===== src/rtl/seven_seg_pkg.sv =====
// seven_seg_pkg: shared constants and helpers for the multiplexed seven-segment scanner.
// Segment patterns are active-high, ordered a..g with segment a at bit 6.
package seven_seg_pkg;

  localparam logic [6:0] SEG_TABLE [16] = '{
    7'b1111110, // 0
    7'b0110000, // 1
    7'b1101101, // 2
    7'b1111001, // 3
    7'b0110011, // 4
    7'b1011011, // 5
    7'b1011111, // 6
    7'b1110000, // 7
    7'b1111111, // 8
    7'b1111011, // 9
    7'b1110111, // A
    7'b0011111, // b
    7'b1001110, // C
    7'b0111101, // d
    7'b1001111, // E
    7'b1000111  // F
  };

  function automatic logic [6:0] hex_to_seg(input logic [3:0] h);
    return SEG_TABLE[h];
  endfunction

  // Width of the slot index counter for a given digit count (N_DIGITS >= 2).
  function automatic int idx_width(input int n_digits);
    return $clog2(n_digits);
  endfunction

endpackage


===== src/rtl/scan_timebase.sv =====
// scan_timebase: prescaler and slot index counters for the display scan.
// slot_wrap marks the last cycle of a slot; frame_end marks the last cycle of a frame.
module scan_timebase
  import seven_seg_pkg::*;
#(
  parameter int N_DIGITS = 4,
  parameter int DIV_W    = 17,
  parameter int IW       = idx_width(N_DIGITS)
) (
  input  logic             clk,
  input  logic             rst,
  output logic [DIV_W-1:0] pre,
  output logic [IW-1:0]    idx,
  output logic             slot_wrap,
  output logic             frame_end
);

  localparam logic [IW-1:0] LAST = IW'(N_DIGITS - 1);

  assign slot_wrap = &pre;
  assign frame_end = slot_wrap && (idx == LAST);

  // Free-running prescaler; slot index steps on every prescaler wrap.
  always_ff @(posedge clk) begin
    if (rst) begin
      pre <= '0;
      idx <= '0;
    end else begin
      pre <= pre + 1'b1;
      if (slot_wrap) idx <= (idx == LAST) ? '0 : idx + 1'b1;
    end
  end

endmodule


===== src/rtl/seven_seg_scanner.sv =====
// seven_seg_scanner: time-multiplexed hex display driver with double-buffered
// digit data, per-digit dp/blank, and 16-level brightness PWM.
// Optional build macro: SEVSEG_LZ_BLANK_EN enables leading-zero blanking.
module seven_seg_scanner
  import seven_seg_pkg::*;
#(
  parameter int N_DIGITS       = 4,
  parameter int DIV_W          = 17,
  parameter bit SEG_ACTIVE_LOW = 1'b1,
  parameter bit SEL_ACTIVE_LOW = 1'b1
) (
  input  logic                  clk,
  input  logic                  rst,
  input  logic [4*N_DIGITS-1:0] digits,
  input  logic [N_DIGITS-1:0]   dp,
  input  logic [N_DIGITS-1:0]   blank,
  input  logic                  load,
  input  logic [3:0]            brightness,
  output logic [6:0]            seg_out,
  output logic                  dp_out,
  output logic [N_DIGITS-1:0]   digit_sel,
  output logic                  frame_tick
);

  localparam int IW = idx_width(N_DIGITS);

  logic [DIV_W-1:0] pre;
  logic [IW-1:0]    idx;
  logic             slot_wrap;
  logic             frame_end;

  scan_timebase #(.N_DIGITS(N_DIGITS), .DIV_W(DIV_W), .IW(IW)) u_tb (
    .clk       (clk),
    .rst       (rst),
    .pre       (pre),
    .idx       (idx),
    .slot_wrap (slot_wrap),
    .frame_end (frame_end)
  );

  logic [N_DIGITS-1:0][3:0] pend_digits, act_digits;
  logic [N_DIGITS-1:0]      pend_dp, act_dp;
  logic [N_DIGITS-1:0]      pend_blank, act_blank;

  // Pending buffer: last load in a frame wins; cleared to dark on reset.
  always_ff @(posedge clk) begin
    if (rst) begin
      pend_digits <= '0;
      pend_dp     <= '0;
      pend_blank  <= '1;
    end else if (load) begin
      pend_digits <= digits;
      pend_dp     <= dp;
      pend_blank  <= blank;
    end
  end

  // Active buffer only moves at frame boundaries, so a frame never tears.
  always_ff @(posedge clk) begin
    if (rst) begin
      act_digits <= '0;
      act_dp     <= '0;
      act_blank  <= '1;
    end else if (frame_end) begin
      act_digits <= pend_digits;
      act_dp     <= pend_dp;
      act_blank  <= pend_blank;
    end
  end

  logic [N_DIGITS-1:0] lz_blank;

`ifdef SEVSEG_LZ_BLANK_EN
  logic lz_run;
  // Blank zero digits from the top down until a nonzero nibble or set dp; digit 0 always shows.
  always_comb begin
    lz_blank = '0;
    lz_run   = 1'b1;
    for (int i = N_DIGITS - 1; i >= 1; i--) begin
      if (lz_run && (act_digits[i] == 4'h0) && !act_dp[i]) lz_blank[i] = 1'b1;
      else                                                  lz_run      = 1'b0;
    end
  end
`else
  assign lz_blank = '0;
`endif

  logic [N_DIGITS-1:0] eff_blank;
  logic                pwm_on;
  logic                lit;
  logic [6:0]          seg_int;
  logic                dp_int;
  logic [N_DIGITS-1:0] sel_int;

  assign eff_blank = act_blank | lz_blank;
  assign pwm_on    = (brightness == 4'hF) || (pre[DIV_W-1 -: 4] < brightness);

  // Active-high view of the current slot; a dark digit drives nothing at all.
  always_comb begin
    lit     = !eff_blank[idx] && pwm_on;
    seg_int = '0;
    dp_int  = 1'b0;
    sel_int = '0;
    if (lit) begin
      seg_int = hex_to_seg(act_digits[idx]);
      dp_int  = act_dp[idx];
      sel_int = N_DIGITS'(1) << idx;
    end
  end

  // Output stage: select and segments share one register so they switch together.
  always_ff @(posedge clk) begin
    if (rst) begin
      seg_out    <= {7{SEG_ACTIVE_LOW}};
      dp_out     <= SEG_ACTIVE_LOW;
      digit_sel  <= {N_DIGITS{SEL_ACTIVE_LOW}};
      frame_tick <= 1'b0;
    end else begin
      seg_out    <= seg_int ^ {7{SEG_ACTIVE_LOW}};
      dp_out     <= dp_int ^ SEG_ACTIVE_LOW;
      digit_sel  <= sel_int ^ {N_DIGITS{SEL_ACTIVE_LOW}};
      frame_tick <= frame_end;
    end
  end

endmodule


===== config.mk =====
export PLATFORM = sky130hd
export DESIGN_NAME = seven_seg_scanner
export DESIGN_NICKNAME = d
export VERILOG_FILES = /design/src/rtl/seven_seg_pkg.sv /design/src/rtl/scan_timebase.sv /design/src/rtl/seven_seg_scanner.sv
export SDC_FILE = /design/constraint.sdc
export NUM_CORES = 1
export LEC_CHECK = 0
export BUFFER_PORTS_ARGS = -buffer_cell sky130_fd_sc_hd__buf_4
export CAP_MARGIN = 20
export CELL_PAD_IN_SITES_DETAIL_PLACEMENT = 0
export CELL_PAD_IN_SITES_GLOBAL_PLACEMENT = 1
export CORE_MARGIN = 2
export CORE_UTILIZATION = 39
export DETAILED_ROUTE_END_ITERATION = 10
export PLACE_DENSITY_LB_ADDON = 0.1
export SLEW_MARGIN = 20
export SYNTH_ARGS = -nofsm -noshare
export SYNTH_HDL_FRONTEND = slang
export SYNTH_SLANG_ARGS = --single-unit

===== constraint.sdc =====
create_clock -name clk -period 2.3 [get_ports clk]
set_input_delay 0.23 -clock clk [delete_from_list [all_inputs] [get_ports clk]]
set_output_delay 0.23 -clock clk [all_outputs]
set_load 0.02 [all_outputs]

==> implementation parameters, run 1 <==
Parameter                              Value

Outcome
  Result of the run ... completed

Final layout
  Layout Cell Area excl Fill ... 0.004008 mm2
  Non-filler cells in the finished layout ... 527
  Net count, final ... 461
  Layout cells sized above 1 ... 19.33%
  # diodes ... 0
  P&R area growth vs syn ... 17.93%
  Total of fill cells in the finished design ... 894

Logic synthesis
  Most used standard cells in the synthesized netlist ... 80 x sky130_fd_sc_hd__dfxtp_1, 74 x sky130_fd_sc_hd__nand2_1, 43 x sky130_fd_sc_hd__nor2_1
  Number of instances in the synthesized netlist ... 374
  Count of flip-flops with a built-in enable after synthesis ... 0
  Most numerous cell in the Yosys netlist ... sky130_fd_sc_hd__dfxtp_1
  Warnings from Yosys ... 0
  Number of distinct library cells after synthesis ... 39
  Netlist area before placement ... 0.003398 mm2
  Largest cells by area after synthesis ... sky130_fd_sc_hd__dfxtp_1 47%, sky130_fd_sc_hd__nand2_1 8.2%, sky130_fd_sc_hd__mux2i_1 7.7%
  Post-Syn Area per Cell ... 9.086 um2
  Largest area contributor in the netlist ... sky130_fd_sc_hd__dfxtp_1
  Ys flop type ... sky130_fd_sc_hd__dfxtp_1
  Synthesized netlist net count ... 420
  Async set or reset register ratio after synthesis ... 0%
  Post-synth top area share ... 47.13%
  Share of the yosys chip area belonging to registers ... 47.13%
  Flops & latches, synth ... 80

Route
  Detailed-route via count ... 2563
  Routed length per placed instance ... 12.70 um
  Residual antenna-violating net count after detailed routing ... 0
  Number of design rule violations left after detail routing ... 0
  Number of design-rule violations left by the first detailed-router iteration ... 101
  Total Routed Length ... 6.694 mm
  First drt pass iteration count ... 4
  Via density per instance ... 4.863

Floorplan
  Die W ... 97.35 um
  Die height ... 97.35 um
  Floorplan row count ... 34
  Count of pins on the block boundary ... 44
  Die outline area ... 0.009476 mm2
  Initial core utilization ... 39.55%
  Floorplan core area ... 0.008593 mm2

Timing
  RSZ-0062 raised after global routing ... no
  Relative max-transition margin ... 52.61%
  Number of pins with negative max-slew slack in the final report ... 0
  Final worst slack ... 0.1756 ns
  Fmax ... 470.7 MHz
  Transition time at the pin with the least slew margin ... 0.7109 ns
  Post-Route Skew ... 0.007404 ns
  Number of endpoints failing setup at the final stage ... 0
  Shortest period the worst path allows ... 2.124 ns
  Final Hold Fails ... 0
  Ratio of final minimum period to clock period ... 92.37%
  Smallest hold slack ... 0.08535 ns

Worst setup path
  Arrival time reported for the critical path endpoint ... 2.39 ns
  Startpoint-to-endpoint class of the critical path ... reg2reg
  Maximum fanout encountered on the critical timing path ... 11
  Required time of the critical path ... 2.57 ns
  Critical Path Start Type ... register
  Endpoint kind of the worst setup timing path ... register

Placement
  Post-Place Cell Area ... 0.003827 mm2
  Cell count after placement ... 512
  Post-placement setup slack ... 0.09060 ns
  Total half-perimeter wirelength after legalization and detailed placement ... 4.599 mm
  Count of port buffers added during placement ... 43
  Gp weighted congestion ... 0.7697

Clock network
  Number of buffers added to fix hold violations after cts ... 0
  Clock Tree Root ... sky130_fd_sc_hd__clkbuf_8
  Clock tree from TritonCTS ... done
  CTS clock-pin slew for the worst setup and hold paths ... 0.08 ns
  Post-CTS Setup Inserts ... 0
  Maximum count of clock buffers along a single path ... 2
  Number of clock buffers inserted by TritonCTS ... 9
  Clock insertion delay at the later pin of the skew report ... 0.34 ns
  Clock sinks ... 80
  Maximum level of the CTS H-tree ... 3

GRT
  Largest net degree at the start of global routing ... 70
  Tot GR Track Use ... 14.94%
  Via count of the first global-routing pass ... 2428
  First-pass GRT wire length ... 11.56 mm
  Total global routing overflow ... 0
  Antenna violations before repair ... 0

Flow run
  Maximum capacitance violations ... 0

Hold path
  Worst min-delay path category ... in2reg

Pwr
  IR drop worst, VDD ... 0.3513 mV
  Cell area power density ... 605.7 mW/mm2
  Leakage power total ... 1.577 nW
  Power Total ... 2.427 mW
-- cell usage in the layout (no fill, tap or decap), types with 2 or more instances in the layout --
cell	netlist	final
sky130_fd_sc_hd__dfxtp_1	80	79
sky130_fd_sc_hd__nand2_1	74	74
sky130_fd_sc_hd__buf_4	1	49
sky130_fd_sc_hd__nor2_1	43	42
sky130_fd_sc_hd__mux2i_1	26	26
sky130_fd_sc_hd__a21oi_1	22	22
sky130_fd_sc_hd__ha_1	15	13
sky130_fd_sc_hd__inv_1	12	12
sky130_fd_sc_hd__xnor2_1	10	10
sky130_fd_sc_hd__clkbuf_8	0	9
sky130_fd_sc_hd__nand3_1	8	8
sky130_fd_sc_hd__xor2_1	7	7
sky130_fd_sc_hd__nor2b_1	7	7
sky130_fd_sc_hd__mux4_2	5	5
sky130_fd_sc_hd__nor3_1	5	5
sky130_fd_sc_hd__a211o_1	4	4
sky130_fd_sc_hd__nand3b_1	4	4
sky130_fd_sc_hd__o21ai_0	4	4
sky130_fd_sc_hd__nor4b_1	4	4
sky130_fd_sc_hd__clkinv_2	0	4
sky130_fd_sc_hd__nand4_1	3	3
sky130_fd_sc_hd__o211ai_1	3	3
sky130_fd_sc_hd__a21o_1	2	2
sky130_fd_sc_hd__ha_2	0	2
sky130_fd_sc_hd__clkinv_4	0	2
sky130_fd_sc_hd__buf_6	0	2
-- report_power, final --
part / total [mW] / switching (mW) / internal [mW]
Sequential: 1.43 / 0.0176 / 1.41
Clock: 0.874 / 0.492 / 0.382
Combinational: 0.122 / 0.0546 / 0.0676
Total: 2.43 / 0.564 / 1.86
-- flip-flops by register name, indices dropped and copies added (netlist names), 4 cells and up --
name and count:
pend_dp 4, act_blank 4, pend_blank 4, seg_out 7, u_tb.pre 17, act_dp 4, pend_digits 16, act_digits 16
digit_sel 4
-- per-stage QoR --
step / TNS, ns / utilization [%]
3_3_place_gp: 0 / 44.54
6_report: 0 / 46.64
5_1_grt: 0 / 46.64
2_1_floorplan: -0.4099 / -
3_5_place_dp: 0 / 44.54
4_1_cts: 0 / 46.42
-- critical path, cell delays in order, from the launching register on --
cell and delay, ns:
sky130_fd_sc_hd__dfxtp_1 0.35, sky130_fd_sc_hd__ha_2 0.20, sky130_fd_sc_hd__nand3_2 0.10, sky130_fd_sc_hd__or4_4 0.57
sky130_fd_sc_hd__nor2_2 0.13, sky130_fd_sc_hd__ha_2 0.22, sky130_fd_sc_hd__and2_4 0.16, sky130_fd_sc_hd__buf_6 0.14
sky130_fd_sc_hd__nand2_1 0.07, sky130_fd_sc_hd__a21oi_1 0.12
-- final cells by class --
cell class                      count  area, um2  share of cell area [%]
Tap cell                          108      135.1                   3.372
Inverter                           12      45.04                   1.124
Clock inverter                      6      37.54                  0.9366
Timing Repair Buffer               51      390.4                   9.741
Clock buffer                        9      123.9                   3.091
Sequential cell                    80       1603                   39.99
Multi-Input combinational cell    261       1673                   41.74
-- repair_timing --
action,in CTS,in global routing
gates resized for setup,0,7
hold endpoints to repair,0,0
setup endpoints to repair,0,24
-- final timing paths --
kind,slack [ns],start,to,cells past startpoint
worst max register to register,0.18,u_tb.pre[1],act_dp[1],9
worst max-delay path,0.18,u_tb.pre[1],act_dp[1],9
worst min register to register,0.46,act_digits[9],act_digits[9],2
worst min-delay path,0.09,blank[3],pend_blank[3],2
-- per-layer routing --
metal | global-route usage, % | part of all wire (%) | vias up
li1 | - | - | 1328
met1 | 20.42 | 50 | 1186
met2 | 23.13 | 45 | 41
met3 | 2.878 | 3.4 | 8
met4 | 6.410 | 1.6 | 0
met5 | 0 | 0 | -
-- kinds of logic (layout without fill, tap and decap cells) --
family | after synthesis | in the layout | synth area share [%]
XOR/XNOR | 17 | 17 | 4.381
multiplexers | 32 | 32 | 11.30
buffers and inverters | 33 | 78 | 3.940
AO/OA/AOI/OAI | 41 | 41 | 7.401
flip-flops | 80 | 80 | 47.13
adder cells (fa/ha/maj) | 15 | 15 | 5.523
AND/OR/NAND/NOR | 156 | 156 | 20.32
Power figures use the tool's default switching activity.
==> run 2, diff against run 1 <==
--- a/config.mk
+++ b/config.mk
@@ -11,8 +11,10 @@
 export CELL_PAD_IN_SITES_GLOBAL_PLACEMENT = 1
 export CORE_MARGIN = 2
 export CORE_UTILIZATION = 39
+export CTS_CLUSTER_DIAMETER = 200
 export DETAILED_ROUTE_END_ITERATION = 10
-export PLACE_DENSITY_LB_ADDON = 0.1
+export MAX_ROUTING_LAYER = met4
+export PLACE_DENSITY = 0.78
 export SLEW_MARGIN = 20
 export SYNTH_ARGS = -nofsm -noshare
 export SYNTH_HDL_FRONTEND = slang
==> implementation parameters, run 2 (synthesis gave the netlist of run 1 again) <==
Parameter                              Value

Outcome
  Result of the run ... completed

Final layout
  Total of fill cells in the finished design ... 828
  Biggest registers after layout ... u_tb.pre (17), act_digits (16), pend_digits (16)
  Leading cell type in the layout, fill and taps excluded ... sky130_fd_sc_hd__dfxtp_1
  Area used by multi-input combinational logic ... 0.001670 mm2
  Final core utilization ... 48.12%
  Max FFs per register ... 17
  Register area ... 0.001603 mm2
  # diodes ... 0
  P&R area growth vs syn ... 21.69%
  Largest Register ... u_tb.pre
  Layout cells sized above 1 ... 19.05%
  Net count, final ... 461
  Most frequent cells in the layout ... 79 x sky130_fd_sc_hd__dfxtp_1, 74 x sky130_fd_sc_hd__nand2_1, 49 x sky130_fd_sc_hd__buf_4

Worst setup path
  Endpoint of the worst register-to-register path ... act_digits[0]
  Crit path largest cell delay ... 0.54 ns
  Source of the critical timing path ... u_tb.pre[1]
  Startpoint-to-endpoint class of the critical path ... reg2reg
  Arrival time reported for the critical path endpoint ... 2.43 ns
  Required time of the critical path ... 2.58 ns
  Maximum fanout encountered on the critical timing path ... 12
  End point of the critical path ... act_digits[0]
  Endpoint kind of the worst setup timing path ... register
  Cell seen most often among critical-path stages ... sky130_fd_sc_hd__ha_2
  Slack of the worst reg-to-reg path ... 0.15 ns
  Max stage delay cell, worst path ... sky130_fd_sc_hd__or4_4
  Sequence of cells on the critical path ... ha_2 -> nand3_2 -> or4_4 -> nor2_1 -> ha_2 -> and2_4 -> clkbuf_16 -> nand2_1 -> a21oi_1
  Number of cells on the worst reg-to-reg path ... 9
  Launching point of the worst reg2reg path ... u_tb.pre[1]
  Critical Path Start Type ... register

Route
  Total Routed Length ... 6.760 mm
  Detailed-route via count ... 2579
  First drt pass iteration count ... 4
  Routed length per placed instance ... 12.80 um
  Number of design-rule violations left by the first detailed-router iteration ... 146
  Number of design rule violations left after detail routing ... 0
  Via density per instance ... 4.884
  Residual antenna-violating net count after detailed routing ... 0

Timing
  Final Hold Fails ... 0
  Ratio of final minimum period to clock period ... 93.45%
  Smallest hold slack ... 0.08004 ns
  Relative max-transition margin ... 53.91%
  Shortest period the worst path allows ... 2.149 ns
  Transition time at the pin with the least slew margin ... 0.6850 ns
  Number of pins with negative max-slew slack in the final report ... 0
  Final worst slack ... 0.1506 ns
  Fmax ... 465.3 MHz
  Post-Route Skew ... 0.006783 ns
  Number of endpoints failing setup at the final stage ... 0

GRT
  Antenna violations before repair ... 0
  First-pass GRT wire length ... 11.56 mm
  Via count of the first global-routing pass ... 2463
  Total global routing overflow ... 0
  Tot GR Track Use ... 15.47%
  Largest net degree at the start of global routing ... 70

Floorplan
  Die W ... 97.35 um
  Floorplan row count ... 34
  Floorplan core area ... 0.008593 mm2
  Initial core utilization ... 39.55%
  Die height ... 97.35 um
  Count of pins on the block boundary ... 44
  Die outline area ... 0.009476 mm2

Clock network
  Maximum count of clock buffers along a single path ... 2
  Number of clock buffers inserted by TritonCTS ... 9
  Maximum level of the CTS H-tree ... 3
  Clock tree from TritonCTS ... done
  Clock sinks ... 80
  CTS clock-pin slew for the worst setup and hold paths ... 0.08 ns
  Number of buffers added to fix hold violations after cts ... 0
  Clock insertion delay at the later pin of the skew report ... 0.35 ns
  Clock Tree Root ... sky130_fd_sc_hd__clkbuf_8

Placement
  Gp weighted congestion ... 0.7645
  Post-placement setup slack ... 0.04434 ns
  Total half-perimeter wirelength after legalization and detailed placement ... 4.564 mm
  Count of port buffers added during placement ... 43

Flow run
  Maximum capacitance violations ... 0

Pwr
  Switching power as a share of total power ... 20.12%
  Leakage power total ... 1.624 nW
  Clk pwr share ... 47.0%
  IR drop worst, VDD ... 0.3428 mV
  Power share of the sequential group ... 48.9%
  Combinational cell fraction of total power ... 4.1%
  Internal power ... 2.342 mW
  Cell area power density ... 708.9 mW/mm2
  Switching pwr ... 589.9 uW

Hold path
  Worst min-delay path category ... in2reg
==> run 2: changes by cell type in the layout (fill, tap and decap cells not counted), moves of 2 or more <==
cell                        before  now
sky130_fd_sc_hd__buf_6           2    0
sky130_fd_sc_hd__clkinv_2        4    0
sky130_fd_sc_hd__bufinv_16       0    4
sky130_fd_sc_hd__clkinv_4        2    0
==> run 2: power by group through the flow <==
stage               Sequential, mW  Clock (mW)  Combinational (mW)
CTS                           1.43        1.40               0.123
detailed placement            1.47           0               0.122
global route                  1.44        1.46               0.136
global placement              1.47           0               0.120
floorplan                     1.46           0              0.0737
finish                        1.43        1.38               0.121
==> run 2: layout make-up <==
class                      count  share of cell area, %
clock buffer                  11                  3.419
tap                          108                  3.268
multi-input combinational    261                  40.39
inverter                      12                  1.089
sequential                    80                  38.76
clock inverter                 5                  3.086
timing repair buffer          51                  9.985
==> run 2: critical path, delay by kind of cell, from the launching register on <==
kind / cells / cell delay [ns]
DFF: 1 / 0.36
AOI/OAI and AO/OA: 1 / 0.11
and+or+nand+nor: 5 / 1.01
buffers and inverters: 1 / 0.16
adders and majority gates: 2 / 0.42
==> run 2: worst min-delay path by stage <==
stage | start | end | slack (ns) | cells after the start
after CTS | blank[3] | pend_blank[3] | 0.07 | 2
after floorplan | blank[3] | pend_blank[3] | 0.35 | 1
after global placement | blank[2] | pend_blank[2] | 0.44 | 2
final | blank[3] | pend_blank[3] | 0.08 | 2
after detailed placement | blank[3] | pend_blank[3] | 0.44 | 2
after global routing | blank[1] | pend_blank[1] | 0.08 | 2
==> run 2: per-layer routing <==
| layer | wire length (um) | global-route usage [%] | part of all wire [%] | up-vias |
|---|---|---|---|---|
| met4 | 94 | 5.449 | 1.4 | 0 |
| met3 | 267 | 3.741 | 3.9 | 10 |
| met5 | 0 | - | 0 | - |
| met2 | 3105 | 23.99 | 46 | 51 |
| met1 | 3293 | 19.89 | 49 | 1194 |
| li1 | - | - | - | 1324 |
==> run 2: stage by stage <==
step,cell area (um2),std cells,power [mW],TNS [ns]
after floorplan,3398,374,1.533,-0.4099
after global placement,3825,510,1.586,0
after detailed placement,3825,510,1.589,0
after CTS,4094,526,2.960,0
after global routing,4135,528,3.036,-0.02601
final,4135,528,2.932,0
==> run 2: what timing repair did <==
action | in CTS | in global routing
buffers inserted | 0 | 1
endpoints found under the setup margin | 0 | 25
resized for setup | 0 | 5
